--- config.mk ---
export PLATFORM = sky130hd
export DESIGN_NAME = mult_seq_ctrl
export DESIGN_NICKNAME = d
export VERILOG_FILES = /design/src/rtl/mult_pkg.sv /design/src/rtl/adder_2w.sv /design/src/rtl/mult_seq_ctrl.sv
export SDC_FILE = /design/constraint.sdc
export NUM_CORES = 1
export LEC_CHECK = 0
export BUFFER_PORTS_ARGS = -buffer_cell sky130_fd_sc_hd__buf_2
export CAP_MARGIN = 5
export CORE_AREA = 2 2 66 68
export DETAILED_ROUTE_END_ITERATION = 7
export DIE_AREA = 0 0 68 70
export PLACE_DENSITY = 0.72
export SETUP_SLACK_MARGIN = 0.4
export SYNTH_ARGS = -nofsm -noshare
export SYNTH_HDL_FRONTEND = slang
export SYNTH_SLANG_ARGS = --single-unit
--- constraint.sdc ---
create_clock -name CLOCK_50 -period 4 [get_ports CLOCK_50]
set_input_delay 1 -clock CLOCK_50 [delete_from_list [all_inputs] [get_ports CLOCK_50]]
set_output_delay 1 -clock CLOCK_50 [all_outputs]
set_load 0.005 [all_outputs]
--- src/rtl/mult_pkg.sv ---
// Shared definitions for the sequential shift-and-add multiplier:
// controller state encoding and default operand geometry.
package mult_pkg;

  localparam int unsigned DEFAULT_WIDTH = 5;
  localparam int unsigned DEFAULT_CNT_W = 3;

  // 2'd3 is never entered; the controller decodes it back to IDLE.
  typedef enum logic [1:0] {
    ST_IDLE = 2'd0,
    ST_RUN  = 2'd1,
    ST_DONE = 2'd2
  } state_t;

endpackage

--- src/rtl/adder_2w.sv ---
// Ripple-carry adder, 2*WIDTH bits wide, purely combinational.
// Carry into bit 0 is zero; CO is the carry out of the top bit.
module adder_2w #(
  parameter int WIDTH = 5
) (
  input  logic [2*WIDTH-1:0] A,
  input  logic [2*WIDTH-1:0] B,
  output logic [2*WIDTH-1:0] S,
  output logic               CO
);

  logic [2*WIDTH:0] carry;

  assign carry[0] = 1'b0;

  // One full adder per bit; each carry is formed from that bit's own operands.
  for (genvar i = 0; i < 2*WIDTH; i++) begin : g_bit
    assign S[i]       = A[i] ^ B[i] ^ carry[i];
    assign carry[i+1] = (A[i] & B[i]) | (carry[i] & (A[i] ^ B[i]));
  end

  assign CO = carry[2*WIDTH];

endmodule

--- src/rtl/mult_seq_ctrl.sv ---
// Sequential unsigned multiplier: one accumulate step per cycle over WIDTH
// cycles using a single shared 2*WIDTH-bit adder.
//
// Handshake: start is sampled only while ready=1; the edge that sees
// ready=1 and start=1 is the accept. busy is always ~ready. done pulses for
// exactly one cycle when product becomes valid; product then holds until the
// next operation completes. start while busy is ignored.
module mult_seq_ctrl
  import mult_pkg::*;
#(
  parameter int WIDTH = DEFAULT_WIDTH,
  parameter int CNT_W = DEFAULT_CNT_W
) (
  input  logic                 CLOCK_50,
  input  logic                 RESET_N,
  input  logic                 start,
  input  logic [WIDTH-1:0]     op_a,
  input  logic [WIDTH-1:0]     op_b,
  output logic                 ready,
  output logic                 busy,
  output logic                 done,
  output logic [2*WIDTH-1:0]   product,
  output state_t               dbg_state
);

  state_t               state_q;
  logic [2*WIDTH-1:0]   a_q;
  logic [WIDTH-1:0]     b_q;
  logic [2*WIDTH-1:0]   acc_q;
  logic [CNT_W-1:0]     cnt_q;
  logic                 ready_q;
  logic                 busy_q;
  logic                 done_q;
  logic [2*WIDTH-1:0]   product_q;

  logic [2*WIDTH-1:0]   addend_d;
  logic [2*WIDTH-1:0]   sum_d;
  logic                 carry_d;

  // Partial product for the current step: shifted multiplicand or zero.
  always_comb begin
    addend_d = '0;
    if (b_q[cnt_q]) addend_d = a_q << cnt_q;
  end

  adder_2w #(.WIDTH(WIDTH)) u_adder (
    .A  (acc_q),
    .B  (addend_d),
    .S  (sum_d),
    .CO (carry_d)
  );

  // The largest product fits in 2*WIDTH bits, so the adder never carries out.
  a_no_carry : assert property (@(posedge CLOCK_50) disable iff (!RESET_N)
                                (state_q == ST_RUN) |-> !carry_d);

  // Controller: state, operand/accumulator registers and registered outputs.
  always_ff @(posedge CLOCK_50 or negedge RESET_N) begin
    if (!RESET_N) begin
      state_q   <= ST_IDLE;
      a_q       <= '0;
      b_q       <= '0;
      acc_q     <= '0;
      cnt_q     <= '0;
      ready_q   <= 1'b1;
      busy_q    <= 1'b0;
      done_q    <= 1'b0;
      product_q <= '0;
    end else begin
      case (state_q)
        ST_IDLE: begin
          if (start) begin
            a_q     <= {{WIDTH{1'b0}}, op_a};
            b_q     <= op_b;
            acc_q   <= '0;
            cnt_q   <= '0;
            ready_q <= 1'b0;
            busy_q  <= 1'b1;
            state_q <= ST_RUN;
          end
        end
        ST_RUN: begin
          acc_q <= sum_d;
          cnt_q <= cnt_q + CNT_W'(1);
          // Fixed-length run: no early exit even if b has no bits left.
          if (cnt_q == CNT_W'(WIDTH-1)) begin
            product_q <= sum_d;
            done_q    <= 1'b1;
            state_q   <= ST_DONE;
          end
        end
        ST_DONE: begin
          done_q  <= 1'b0;
          ready_q <= 1'b1;
          busy_q  <= 1'b0;
          state_q <= ST_IDLE;
        end
        default: begin
          done_q  <= 1'b0;
          ready_q <= 1'b1;
          busy_q  <= 1'b0;
          state_q <= ST_IDLE;
        end
      endcase
    end
  end

  assign ready     = ready_q;
  assign busy      = busy_q;
  assign done      = done_q;
  assign product   = product_q;
  assign dbg_state = state_q;

endmodule

# [After elaboration in Yosys (flattened, before gate mapping)]
# Cells that the tools add are included.
# Widths: inputs -> output; s select.
[word_totals] elab_cells=86 ff_bits=38 output_inout_bits=15 inputBits=13
[op_classes] order_cmp=1 bitwise_logic=46 shift=1 reduce_logical=8 n_addsub=1 n_eq_ne=4 mux=16
[op_table] operator="$mux 10" n=2
[op_table] operator="$pmux 10 s2" n=1
[op_table] operator="$xor 1x1->1" n=19
[op_table] operator="$and 1x1->1" n=17
[op_table] operator="$reduce_and 2->1" n=6
[op_table] operator="$shl 5x3->10" n=1
[op_table] operator="$or 1x1->1" n=8
[op_table] operator="$pmux 1 s2" n=3
[op_table] operator="$pmux 3 s2" n=1
[op_table] operator="$lt 3x4->1 const B" n=1
[op_table] operator="$mux 1" n=4
[op_table] operator="$mux 2" n=2
[op_table] operator="$ne 2x2->1 const B" n=2
[op_table] operator="$pmux 2 s2" n=1
[op_table] operator="$add 3x1->3 const B" n=1
[op_table] operator="$bmux 1 s3" n=1
[op_table] operator="$eq 3x3->1 const B" n=1
[op_table] operator="$mux 3" n=1
[op_table] operator="$eq 2x1->1 const B" n=1
[op_table] operator="$logic_not 2->1" n=1
[op_table] operator="$not 1->1" n=2
[op_table] operator="$reduce_bool 2->1" n=1

# [Longest topological paths before layout]
# Gate-level depths: netlist of the first run.
[depth] ltp_word=22 depth_mapped=18 depth_no_buf=17

# [By module]
# Synthesis of the first run repeated with hierarchy kept, for this count alone.
[unflattened] hier_cells=145 hier_area_um2=1911.8
[modules_own_cells] module="mult_seq_ctrl" area_per_inst_um2=1681.6 seq_area_each_um2=952.2 cells_each=125 n_inst=1
[modules_own_cells] module="adder_2w" area_per_inst_um2=230.2 seq_area_each_um2=0.0 cells_each=20 n_inst=1

# [Worst setup path after synthesis of the first run]
# No wires, ideal clock.
[synth_timing] kind="register to register" start="register cnt_q[0]" end="register product_q[8], in the netlist product[8]" setup_ns=0.125 n_path_buf=1 path_stages_with_launch=15 synth_period_minus_slack_ns=3.897 t_arrival_ns=3.772 required_ns=3.875 setup_slack_ns=0.103 path_cell_list="dfrtp_1 buf_6 mux2i_1 o22ai_2 nand2_1 fa_1 fa_1 fa_1 inv_1 fa_1 fa_1 fa_1 fa_1 fa_1 mux2_4"
[synth_between] elab_chain_len=19 elab_cells_between_ends=37 cone_classes="eq/ne: 1; shift: 1; mux: 3; bitwise: 31; reduce/logical: 1"
[synth_lines] item="start: declaration" line="mult_seq_ctrl.sv:30" text="logic [CNT_W-1:0] cnt_q;"
[synth_lines] item="start signal: assignment" line="mult_seq_ctrl.sv:84" text="cnt_q <= cnt_q + CNT_W'(1);"
[synth_lines] item="$bmux 1 s3" line="mult_seq_ctrl.sv:43" text="if (b_q[cnt_q]) addend_d = a_q << cnt_q;"
[synth_lines] item="$mux 1 (implied by the code)" line="mult_seq_ctrl.sv:43"
[synth_lines] item="$mux 10 (*)" line="mult_seq_ctrl.sv:43"
[synth_lines] item="$and 1x1->1 or $xor 1x1->1 (tied branches)" line="adder_2w.sv:19" text="assign carry[i+1] = (A[i] & B[i]) | (carry[i] & (A[i] ^ B[i]));"
[synth_lines] item="$and 1x1->1" line="adder_2w.sv:19"
[synth_lines] item="$or 1x1->1" line="adder_2w.sv:19"
[synth_lines] item="$and 1x1->1" line="adder_2w.sv:19"
[synth_lines] item="$or 1x1->1" line="adder_2w.sv:19"
[synth_lines] item="(+4 left out)"
[synth_lines] item="$and 1x1->1" line="adder_2w.sv:19"
[synth_lines] item="$or 1x1->1" line="adder_2w.sv:19"
[synth_lines] item="$and 1x1->1" line="adder_2w.sv:19"
[synth_lines] item="$or 1x1->1" line="adder_2w.sv:19"
[synth_lines] item="$and 1x1->1" line="adder_2w.sv:19"
[synth_lines] item="$or 1x1->1" line="adder_2w.sv:19"
[synth_lines] item="$xor 1x1->1 (*)" line="adder_2w.sv:18" text="assign S[i] = A[i] ^ B[i] ^ carry[i];"
[synth_lines] item="named net sum_d[8]" line="mult_seq_ctrl.sv:37" text="logic [2*WIDTH-1:0] sum_d;"
[synth_lines] item="end signal: assignment" line="mult_seq_ctrl.sv:87" text="product_q <= sum_d;"
[synth_lines] item="end: declaration" line="mult_seq_ctrl.sv:34" text="logic [2*WIDTH-1:0] product_q;"
# The timed path passes the listed nets; every way through them passes the cells marked *. The select of a mux whose other input is x is not followed.
# A chain may end at the register's enable or synchronous reset.

# [Final worst setup path of the first run]
[layout_timing] start="register cnt_q[0]" end="register acc_q[9]"
[layout_between] elab_chain_len=22 elab_cells_between_ends=40 cone_classes="shift: 1; mux: 4; bitwise: 35"
[layout_lines] item="$bmux 1 s3" line="mult_seq_ctrl.sv:43"
[layout_lines] item="$mux 1 (implied by the code)" line="mult_seq_ctrl.sv:43"
[layout_lines] item="$mux 10 (*)" line="mult_seq_ctrl.sv:43"
[layout_lines] item="$and 1x1->1 or $xor 1x1->1 (tied branches)" line="adder_2w.sv:19"
[layout_lines] item="$and 1x1->1" line="adder_2w.sv:19"
[layout_lines] item="$or 1x1->1" line="adder_2w.sv:19"
[layout_lines] item="$and 1x1->1" line="adder_2w.sv:19"
[layout_lines] item="$or 1x1->1" line="adder_2w.sv:19"
[layout_lines] item="(+6 left out)"
[layout_lines] item="$and 1x1->1" line="adder_2w.sv:19"
[layout_lines] item="$or 1x1->1" line="adder_2w.sv:19"
[layout_lines] item="$and 1x1->1" line="adder_2w.sv:19"
[layout_lines] item="$or 1x1->1" line="adder_2w.sv:19"
[layout_lines] item="$and 1x1->1" line="adder_2w.sv:19"
[layout_lines] item="$or 1x1->1" line="adder_2w.sv:19"
[layout_lines] item="$xor 1x1->1 (*)" line="adder_2w.sv:18"
[layout_lines] item="$pmux 10 s2 (*)" line="mult_seq_ctrl.sv:70" text="case (state_q)"
[layout_lines] item="end signal: assignment" line="mult_seq_ctrl.sv:83" text="acc_q <= sum_d;"
[layout_lines] item="end: declaration" line="mult_seq_ctrl.sv:29" text="logic [2*WIDTH-1:0] acc_q;"
# Mark *: on every way between the ends. The rest lies on a longest branch, timed or not. The select of a mux whose other input is x is not followed.

==> impl_table.tex, run 1 <==
\begin{tabular}{lr}
\hline
Metric & Value \\
\hline
\multicolumn{2}{l}{\textbf{Power}} \\
Cell leakage power & between 1 and 1.5 nW \\
Worst vdd ir & between 0.3 and 0.4 mV \\
Power Dens Cells & roughly 840 nW/um2 \\
Total power draw & roughly 2.0 mW \\
\multicolumn{2}{l}{\textbf{Cells and area}} \\
Most common cell after layout, fill and taps aside & sky130\_fd\_sc\_hd\_\_dfrtp\_1 \\
Layout overhead on the synthesized area & 20.0\% \\
Share of cells above drive strength 1 & 0.435 \\
Final standard cell count with taps included and fillers excluded & between 200 and 250 \\
Top library cells by usage in the layout, fill and taps aside & 36 x sky130\_fd\_sc\_hd\_\_dfrtp\_1, 27 x sky130\_fd\_sc\_hd\_\_buf\_2, 16 x sky130\_fd\_sc\_hd\_\_nand2\_1, 10 x sky130\_fd\_sc\_hd\_\_a22o\_1, 10 x sky130\_fd\_sc\_hd\_\_buf\_4 \\
Layout fillers & around 350 \\
Area occupied by multi-input gates & a little under 1000 um2 \\
Final antenna diode count & 0 \\
Total number of nets in the final design & 216 \\
Fin area & $\sim$2300 um2 \\
Sequential cell area & between 900 and 1000 um2 \\
\multicolumn{2}{l}{\textbf{CTS}} \\
Skew-Pair Late Insertion Delay & roughly 0.3 ns \\
Clock Sink Count & 38 \\
Maximum level of the CTS H-tree & 2 \\
TritonCTS clock tree & yes \\
Number of clock buffers inserted by TritonCTS & 5 \\
Clock tree root driver cell & sky130\_fd\_sc\_hd\_\_clkbuf\_8 \\
Buffer depth of the longest clock path & 2 \\
Post-CTS Hold Fix Bufs & 0 \\
Clk slew on worst S/H paths & approximately 0.080 ns \\
\multicolumn{2}{l}{\textbf{Hold path}} \\
Worst Hold Depth & 2 \\
Class of the tightest hold or removal check & reg -> reg \\
\multicolumn{2}{l}{\textbf{Global routing}} \\
Met2 track demand over resource in global routing & 0.307 \\
Busiest layer in global routing & met2 \\
Overflow left after global routing & 0 \\
Global Route met1 Usage & 0.267 \\
Met3 Use GR & 0.0531 \\
GRT Resource Usage Total & 0.200 \\
Maximum number of pins on one net before global-route repair & 39 \\
Initial antenna violation count & 0 \\
Wire length of the first global-routing pass & 6.98 mm \\
Vias in the first global route & 1,409 \\
\multicolumn{2}{l}{\textbf{Synthesis}} \\
Cell variety after synth & 34 \\
Post-synthesis register bit count & 38 \\
Average size of a mapped cell & $\sim$13 um2 \\
Mapped cell area & slightly below 2000 um2 \\
Gate count after technology mapping & between 150 and 200 \\
Post-synthesis sequential area ratio & 0.487 \\
Number of nets in the synthesized netlist & 178 \\
Synthesis Warnings & 0 \\
\multicolumn{2}{l}{\textbf{Placed design}} \\
Number of placed instances, taps included & about 230 \\
Post-detail-place hpwl & approximately 2.8 mm \\
Quantity of I/O buffers inserted on ports & 27 \\
Weighted congestion at the end of routability-driven global placement & 0.899 \\
Placed Instance Area & between 2000 and 2500 um2 \\
\multicolumn{2}{l}{\textbf{Worst setup path}} \\
R2R cell count & 16 \\
Sort of element at the end of the critical path & register \\
Critical Path Fanout Max & 4 \\
Start-to-end type of the worst setup path & reg -> reg \\
Required time worst endpoint & between 4 and 5 ns \\
Endpoint arrival time on the critical path & 4.03 ns \\
Critical path startpoint category & register \\
\multicolumn{2}{l}{\textbf{STA}} \\
Unrepaired setup endpoints after global routing & yes \\
Total negative slack & 0 ns \\
Final cycle utilization of the critical path & 0.961 \\
Hold slack & about 0.48 ns \\
FMAX & between 200 and 300 MHz \\
Max Slew Vio Count & 0 \\
Max-slew headroom & 0.446 \\
Time the final worst path needs with I/O delays and setup & 3.84 ns \\
Hold Fails Final Rpt & 0 \\
Worst setup skew after layout & approximately 0.0075 ns \\
Final setup vio count & 0 \\
Worst Tran Pin Value & 0.832 ns \\
\multicolumn{2}{l}{\textbf{Routing}} \\
Routed wire length per instance & roughly 16 um \\
Drc violations & 0 \\
Number of detailed-route iterations in the first pass & 4 \\
Final wirelength & between 3 and 4 mm \\
Ratio of routed vias to standard cells & about 5.3 \\
Final ANT Viol Nets & 0 \\
Total number of vias & between 1k and 1.5k \\
First-iteration detailed-routing DRC count & 84 \\
\multicolumn{2}{l}{\textbf{Floorplan}} \\
Number of top-level pins & 28 \\
Horiz. Die Dim & slightly below 70 um \\
Starting density of the core & 0.472 \\
Core area & a little over 4000 um2 \\
Row cnt & 24 \\
Die Y & around 70 um \\
Total die area & 4760 um2 \\
\multicolumn{2}{l}{\textbf{Run}} \\
Count of max-cap constraint violations & 0 \\
\multicolumn{2}{l}{\textbf{Run status}} \\
Outcome & complete, no violations \\
\hline
\end{tabular}
==> per-stage QoR <==
step	setup WS (ns)	util
floorplan	0.205	-
global placement	0.0735	0.524
detailed placement	-0.0156	0.524
CTS	0.173	0.566
global route	0.0395	0.566
finish	0.158	0.566
==> final timing paths <==
kind / start / slack, ns / endpoint
max: cnt_q[0] / 0.16 / acc_q[9]
min: product[2] / 0.48 / product[2]
max reg2reg: cnt_q[0] / 0.16 / acc_q[9]
min reg2reg: product[2] / 0.48 / product[2]
max in group asynchronous: RESET_N / 2.63 / cnt_q[0]
min in group asynchronous: RESET_N / 0.80 / acc_q[6]
==> registers in the layout, indices dropped and copies added (netlist names) <==
name       count
acc_q         10
product       10
a_q            5
b_q            5
cnt_q          3
dbg_state      2
busy           1
done           1
ready          1
==> logic make-up (layout without fill, tap and decap cells) <==
family,count (synthesis),in the layout,synth area share
AOI/OAI and AO/OA,28,28,0.111
DFF,38,38,0.487
muxes,24,24,0.138
buffers and inverters,17,56,0.0538
and+or+nand+nor,36,36,0.109
adders and majority gates,11,11,0.101
==> cells in the mapped netlist <==
cell | instances | share of area
sky130_fd_sc_hd__nand3b_1 | 1 | 0.0038
sky130_fd_sc_hd__nand3_1 | 2 | 0.0051
sky130_fd_sc_hd__nor2_1 | 4 | 0.0077
sky130_fd_sc_hd__mux2_1 | 8 | 0.046
sky130_fd_sc_hd__inv_2 | 1 | 0.0019
sky130_fd_sc_hd__dfstp_2 | 1 | 0.013
sky130_fd_sc_hd__or3_1 | 1 | 0.0032
sky130_fd_sc_hd__nand2_1 | 16 | 0.031
sky130_fd_sc_hd__clkbuf_1 | 1 | 0.0019
sky130_fd_sc_hd__dfrtp_1 | 37 | 0.47
sky130_fd_sc_hd__mux2i_1 | 7 | 0.036
sky130_fd_sc_hd__or2_4 | 2 | 0.0090
sky130_fd_sc_hd__buf_6 | 4 | 0.023
sky130_fd_sc_hd__mux2_2 | 7 | 0.040
sky130_fd_sc_hd__o21bai_2 | 1 | 0.0058
sky130_fd_sc_hd__a21o_1 | 2 | 0.0077
sky130_fd_sc_hd__o21ai_2 | 2 | 0.0090
sky130_fd_sc_hd__fa_1 | 8 | 0.082
sky130_fd_sc_hd__inv_1 | 8 | 0.015
sky130_fd_sc_hd__buf_4 | 3 | 0.012
sky130_fd_sc_hd__o221ai_2 | 1 | 0.0077
sky130_fd_sc_hd__a31oi_1 | 2 | 0.0064
sky130_fd_sc_hd__mux2_4 | 2 | 0.015
sky130_fd_sc_hd__nor3_1 | 1 | 0.0026
sky130_fd_sc_hd__nand4b_4 | 1 | 0.012
sky130_fd_sc_hd__o22ai_2 | 1 | 0.0064
sky130_fd_sc_hd__nor2b_1 | 2 | 0.0064
sky130_fd_sc_hd__and4bb_2 | 1 | 0.0064
sky130_fd_sc_hd__nand2b_1 | 3 | 0.0096
sky130_fd_sc_hd__nor3b_4 | 1 | 0.0096
sky130_fd_sc_hd__ha_1 | 3 | 0.019
sky130_fd_sc_hd__a22o_1 | 10 | 0.045
sky130_fd_sc_hd__and2_1 | 1 | 0.0032
sky130_fd_sc_hd__o21ai_0 | 9 | 0.023
==> where the power goes <==
group	switching, mW	total, mW	internal [mW]	leakage [nW]
Combinational	0.469	0.981	0.513	0.594
Sequential	0.154	0.714	0.560	0.471
Clock	0.135	0.274	0.139	0.0482
==> per-layer routing <==
metal / vias up / routed length (um) / part of all wire
met5: - / 0 / 0
met4: 0 / 91 / 0.023
met3: 8 / 150 / 0.038
met2: 30 / 1990 / 0.50
met1: 663 / 1770 / 0.44
li1: 605 / - / -
==> critical path, cell delays in order, from the launching register on <==
cell and delay [ns]:
sky130_fd_sc_hd__dfrtp_2 0.42, sky130_fd_sc_hd__mux2i_4 0.32, sky130_fd_sc_hd__nor3_4 0.06, sky130_fd_sc_hd__ha_2 0.19
sky130_fd_sc_hd__inv_2 0.05, sky130_fd_sc_hd__fa_2 0.19, sky130_fd_sc_hd__fa_2 0.20, sky130_fd_sc_hd__fa_2 0.19
sky130_fd_sc_hd__inv_2 0.04, sky130_fd_sc_hd__fa_2 0.33, sky130_fd_sc_hd__fa_2 0.35, sky130_fd_sc_hd__fa_2 0.35
sky130_fd_sc_hd__fa_2 0.34, sky130_fd_sc_hd__fa_2 0.34, sky130_fd_sc_hd__nand2b_1 0.10, sky130_fd_sc_hd__o21ai_1 0.07
sky130_fd_sc_hd__a22o_1 0.19
==> cell type report <==
type | count | area share
multi-input combinational | 99 | 0.413
tap | 52 | 0.0277
clock buffer | 7 | 0.0368
clock inverter | 1 | 0.00213
inverter | 9 | 0.0144
sequential | 38 | 0.407
timing repair buffer | 39 | 0.0993
==> what timing repair did <==
item,in CTS,in global routing
endpoints found under the setup margin,6,6
buffers inserted,6,0
resized for setup,9,0
pin swaps,5,0
Note: power is estimated with default switching activity, not from simulation.
==> run 2, diff against run 1 <==
==> constraint.sdc (replaced) <==
create_clock -name CLOCK_50 -period 3.4 [get_ports CLOCK_50]
set_input_delay 0.85 -clock CLOCK_50 [delete_from_list [all_inputs] [get_ports CLOCK_50]]
set_output_delay 0.85 -clock CLOCK_50 [all_outputs]
set_load 0.005 [all_outputs]
==> impl_table.tex, run 2 (same netlist as run 1, synthesis figures left out) <==
\begin{tabular}{lr}
\hline
Metric & Value \\
\hline
\multicolumn{2}{l}{\textbf{Run status}} \\
Outcome & complete, but fails checks \\
Failing checks & negative setup slack \\
\multicolumn{2}{l}{\textbf{Floorplan}} \\
Core area & just over 4000 um2 \\
Horiz. Die Dim & between 60 and 70 um \\
Starting density of the core & 0.472 \\
Number of top-level pins & 28 \\
Die Y & roughly 70 um \\
Total die area & $\sim$4800 um2 \\
Row cnt & 24 \\
\multicolumn{2}{l}{\textbf{CTS}} \\
Post-CTS Hold Fix Bufs & 0 \\
Buffer depth of the longest clock path & 2 \\
Clock Sink Count & 38 \\
Skew-Pair Late Insertion Delay & slightly below 0.3 ns \\
Maximum level of the CTS H-tree & 2 \\
Clock tree root driver cell & sky130\_fd\_sc\_hd\_\_clkbuf\_8 \\
TritonCTS clock tree & yes \\
Clk slew on worst S/H paths & roughly 0.07 ns \\
Number of clock buffers inserted by TritonCTS & 5 \\
\multicolumn{2}{l}{\textbf{Worst setup path}} \\
Register-to-register path setup slack & -0.51 ns \\
Endpoint arrival time on the critical path & around 4 ns \\
Delay of the slowest cell on the worst path & approximately 0.44 ns \\
Critical Path Fanout Max & 5 \\
Most common cell on crit path & sky130\_fd\_sc\_hd\_\_fa\_2 \\
Sort of element at the end of the critical path & register \\
Cell at the slowest stage of the critical path & sky130\_fd\_sc\_hd\_\_dfrtp\_2 \\
Required time worst endpoint & roughly 3.6 ns \\
Critical path startpoint category & register \\
Reg-to-Reg Start & cnt\_q[0] \\
Endpoint of the most critical register-to-register path & product[8] \\
Start-to-end type of the worst setup path & reg -> reg \\
Ordered cell list for the critical path & buf\_6 -> inv\_4 -> nand3\_4 -> nor3\_4 -> ha\_2 -> inv\_2 -> fa\_2 -> fa\_2 -> fa\_2 -> inv\_2 -> fa\_2 -> fa\_2 -> fa\_2 -> fa\_2 -> fa\_2 -> mux2\_4 \\
R2R cell count & 16 \\
\multicolumn{2}{l}{\textbf{Global routing}} \\
Initial antenna violation count & 0 \\
Wire length of the first global-routing pass & slightly below 7 mm \\
Vias in the first global route & $\sim$1.4k \\
GRT Resource Usage Total & 0.193 \\
Maximum number of pins on one net before global-route repair & 39 \\
Overflow left after global routing & 0 \\
\multicolumn{2}{l}{\textbf{Placed design}} \\
Weighted congestion at the end of routability-driven global placement & a little under 0.9 \\
Quantity of I/O buffers inserted on ports & 27 \\
Post-detail-place hpwl & about 2.9 mm \\
\multicolumn{2}{l}{\textbf{Cells and area}} \\
End-of-flow core utilization & 0.589 \\
Top library cells by usage in the layout, fill and taps aside & 36 x sky130\_fd\_sc\_hd\_\_dfrtp\_1, 27 x sky130\_fd\_sc\_hd\_\_buf\_2, 22 x sky130\_fd\_sc\_hd\_\_buf\_4, 16 x sky130\_fd\_sc\_hd\_\_nand2\_1, 10 x sky130\_fd\_sc\_hd\_\_a22o\_1 \\
Layout fillers & roughly 340 \\
Final antenna diode count & 0 \\
Layout overhead on the synthesized area & 24.8\% \\
Most common cell after layout, fill and taps aside & sky130\_fd\_sc\_hd\_\_dfrtp\_1 \\
Share of cells above drive strength 1 & 0.466 \\
Total number of nets in the final design & 227 \\
\multicolumn{2}{l}{\textbf{Routing}} \\
Total length of routed met3 wires & 142 um \\
Total met2 wirelength after detailed routing & between 2 and 2.5 mm \\
Drc violations & 0 \\
Ratio of routed vias to standard cells & 5.15 \\
Total number of vias & $\sim$1.3k \\
Number of detailed-route iterations in the first pass & 2 \\
Uppermost signal routing layer after detailed routing & met4 \\
Met1 WL & approximately 1.7 mm \\
First-iteration detailed-routing DRC count & 63 \\
Routed wire length per instance & approximately 15 um \\
Final wirelength & just under 4 mm \\
Final ANT Viol Nets & 0 \\
\multicolumn{2}{l}{\textbf{Hold path}} \\
Worst Hold Depth & 1 \\
Class of the tightest hold or removal check & reg -> reg \\
Hold path startpoint & done \\
Hold-critical path endpoint & done \\
\multicolumn{2}{l}{\textbf{STA}} \\
Final setup vio count & 8 \\
Unrepaired setup endpoints after global routing & yes \\
Worst setup skew after layout & approximately 0.008 ns \\
Worst Tran Pin Value & 0.826 ns \\
Final cycle utilization of the critical path & 1.15 \\
Worst Slack Setup Final & -0.507 ns \\
Max-slew headroom & 0.449 \\
Total negative slack & -2.64 ns \\
Hold Fails Final Rpt & 0 \\
FMAX & between 200 and 300 MHz \\
Max Slew Vio Count & 0 \\
Time the final worst path needs with I/O delays and setup & 3.91 ns \\
\multicolumn{2}{l}{\textbf{Run}} \\
Count of max-cap constraint violations & 0 \\
\multicolumn{2}{l}{\textbf{Power}} \\
Worst vdd ir & 0.439 mV \\
Power Dens Cells & 996 nW/um2 \\
Cell leakage power & about 1.2 nW \\
\hline
\end{tabular}
## run 2: cell types whose count changed in the layout (fill, tap and decap cells not counted)
cell / delta
sky130_fd_sc_hd__clkinv_2: -1
sky130_fd_sc_hd__nand3_2: -1
sky130_fd_sc_hd__mux2_2: -2
sky130_fd_sc_hd__buf_6: -1
sky130_fd_sc_hd__clkbuf_1: +1
sky130_fd_sc_hd__buf_4: +12
sky130_fd_sc_hd__inv_4: +1
sky130_fd_sc_hd__mux2_4: +2
sky130_fd_sc_hd__nand3_4: +1
sky130_fd_sc_hd__inv_1: -1
## run 2: how the worst max path moves through the flow
| stage | slack (ns) | end | start |
|---|---|---|---|
| floorplan | -0.39 | product[8] | cnt_q[0] |
| global placement | -0.48 | product[8] | cnt_q[0] |
| detailed placement | -0.52 | product[8] | cnt_q[0] |
| CTS | -0.51 | acc_q[9] | cnt_q[0] |
| global route | -0.67 | acc_q[9] | cnt_q[0] |
| finish | -0.51 | product[8] | cnt_q[0] |
## run 2: worst max-delay path, delay by kind of cell, from the launching register on
family / cells / cell delay [ns]
muxes: 1 / 0.27
and+or+nand+nor: 2 / 0.29
DFF: 1 / 0.44
buffers and inverters: 4 / 0.32
adders and majority gates: 9 / 2.48
## run 2: final cells by class
class / count / area (um2) / area share
Timing Repair Buffer: 50 / 312 / 0.128
Clock buffer: 8 / 90.1 / 0.0369
Sequential cell: 38 / 953 / 0.391
Tap cell: 52 / 65.1 / 0.0267
Multi-Input combinational cell: 99 / 983 / 0.403
Inverter: 9 / 36.3 / 0.0149
## run 2: timing repair
item / in CTS / in global routing
pin swaps: 6 / 0
endpoints found under the setup margin: 12 / 12
gates resized for setup: 7 / 6
setup buffers: 3 / 2
## run 2: power breakdown
part	internal (mW)	switching, mW	leakage [nW]
clock	0.165	0.153	0.0455
combinational	0.690	0.586	0.651
sequential	0.660	0.177	0.471
## run 2: stage by stage
step | std cells | total power, mW | area, um2 | setup slack, ns | hold slack (ns)
after floorplan | 154 | 1.60 | 2000 | -0.395 | 0.450
after global placement | 243 | 1.93 | 2260 | -0.477 | 0.459
after detailed placement | 243 | 2.00 | 2260 | -0.517 | 0.466
after CTS | 254 | 2.38 | 2390 | -0.509 | 0.483
after global routing | 256 | 2.62 | 2440 | -0.667 | 0.513
final | 256 | 2.43 | 2440 | -0.507 | 0.479
## run 2: layer usage
layer | vias to the layer above | GRT usage
met3 | 10 | 0.0531
met2 | 24 | 0.304
met4 | 0 | 0.0800
met1 | 656 | 0.248
li1 | 629 | -
met5 | - | 0
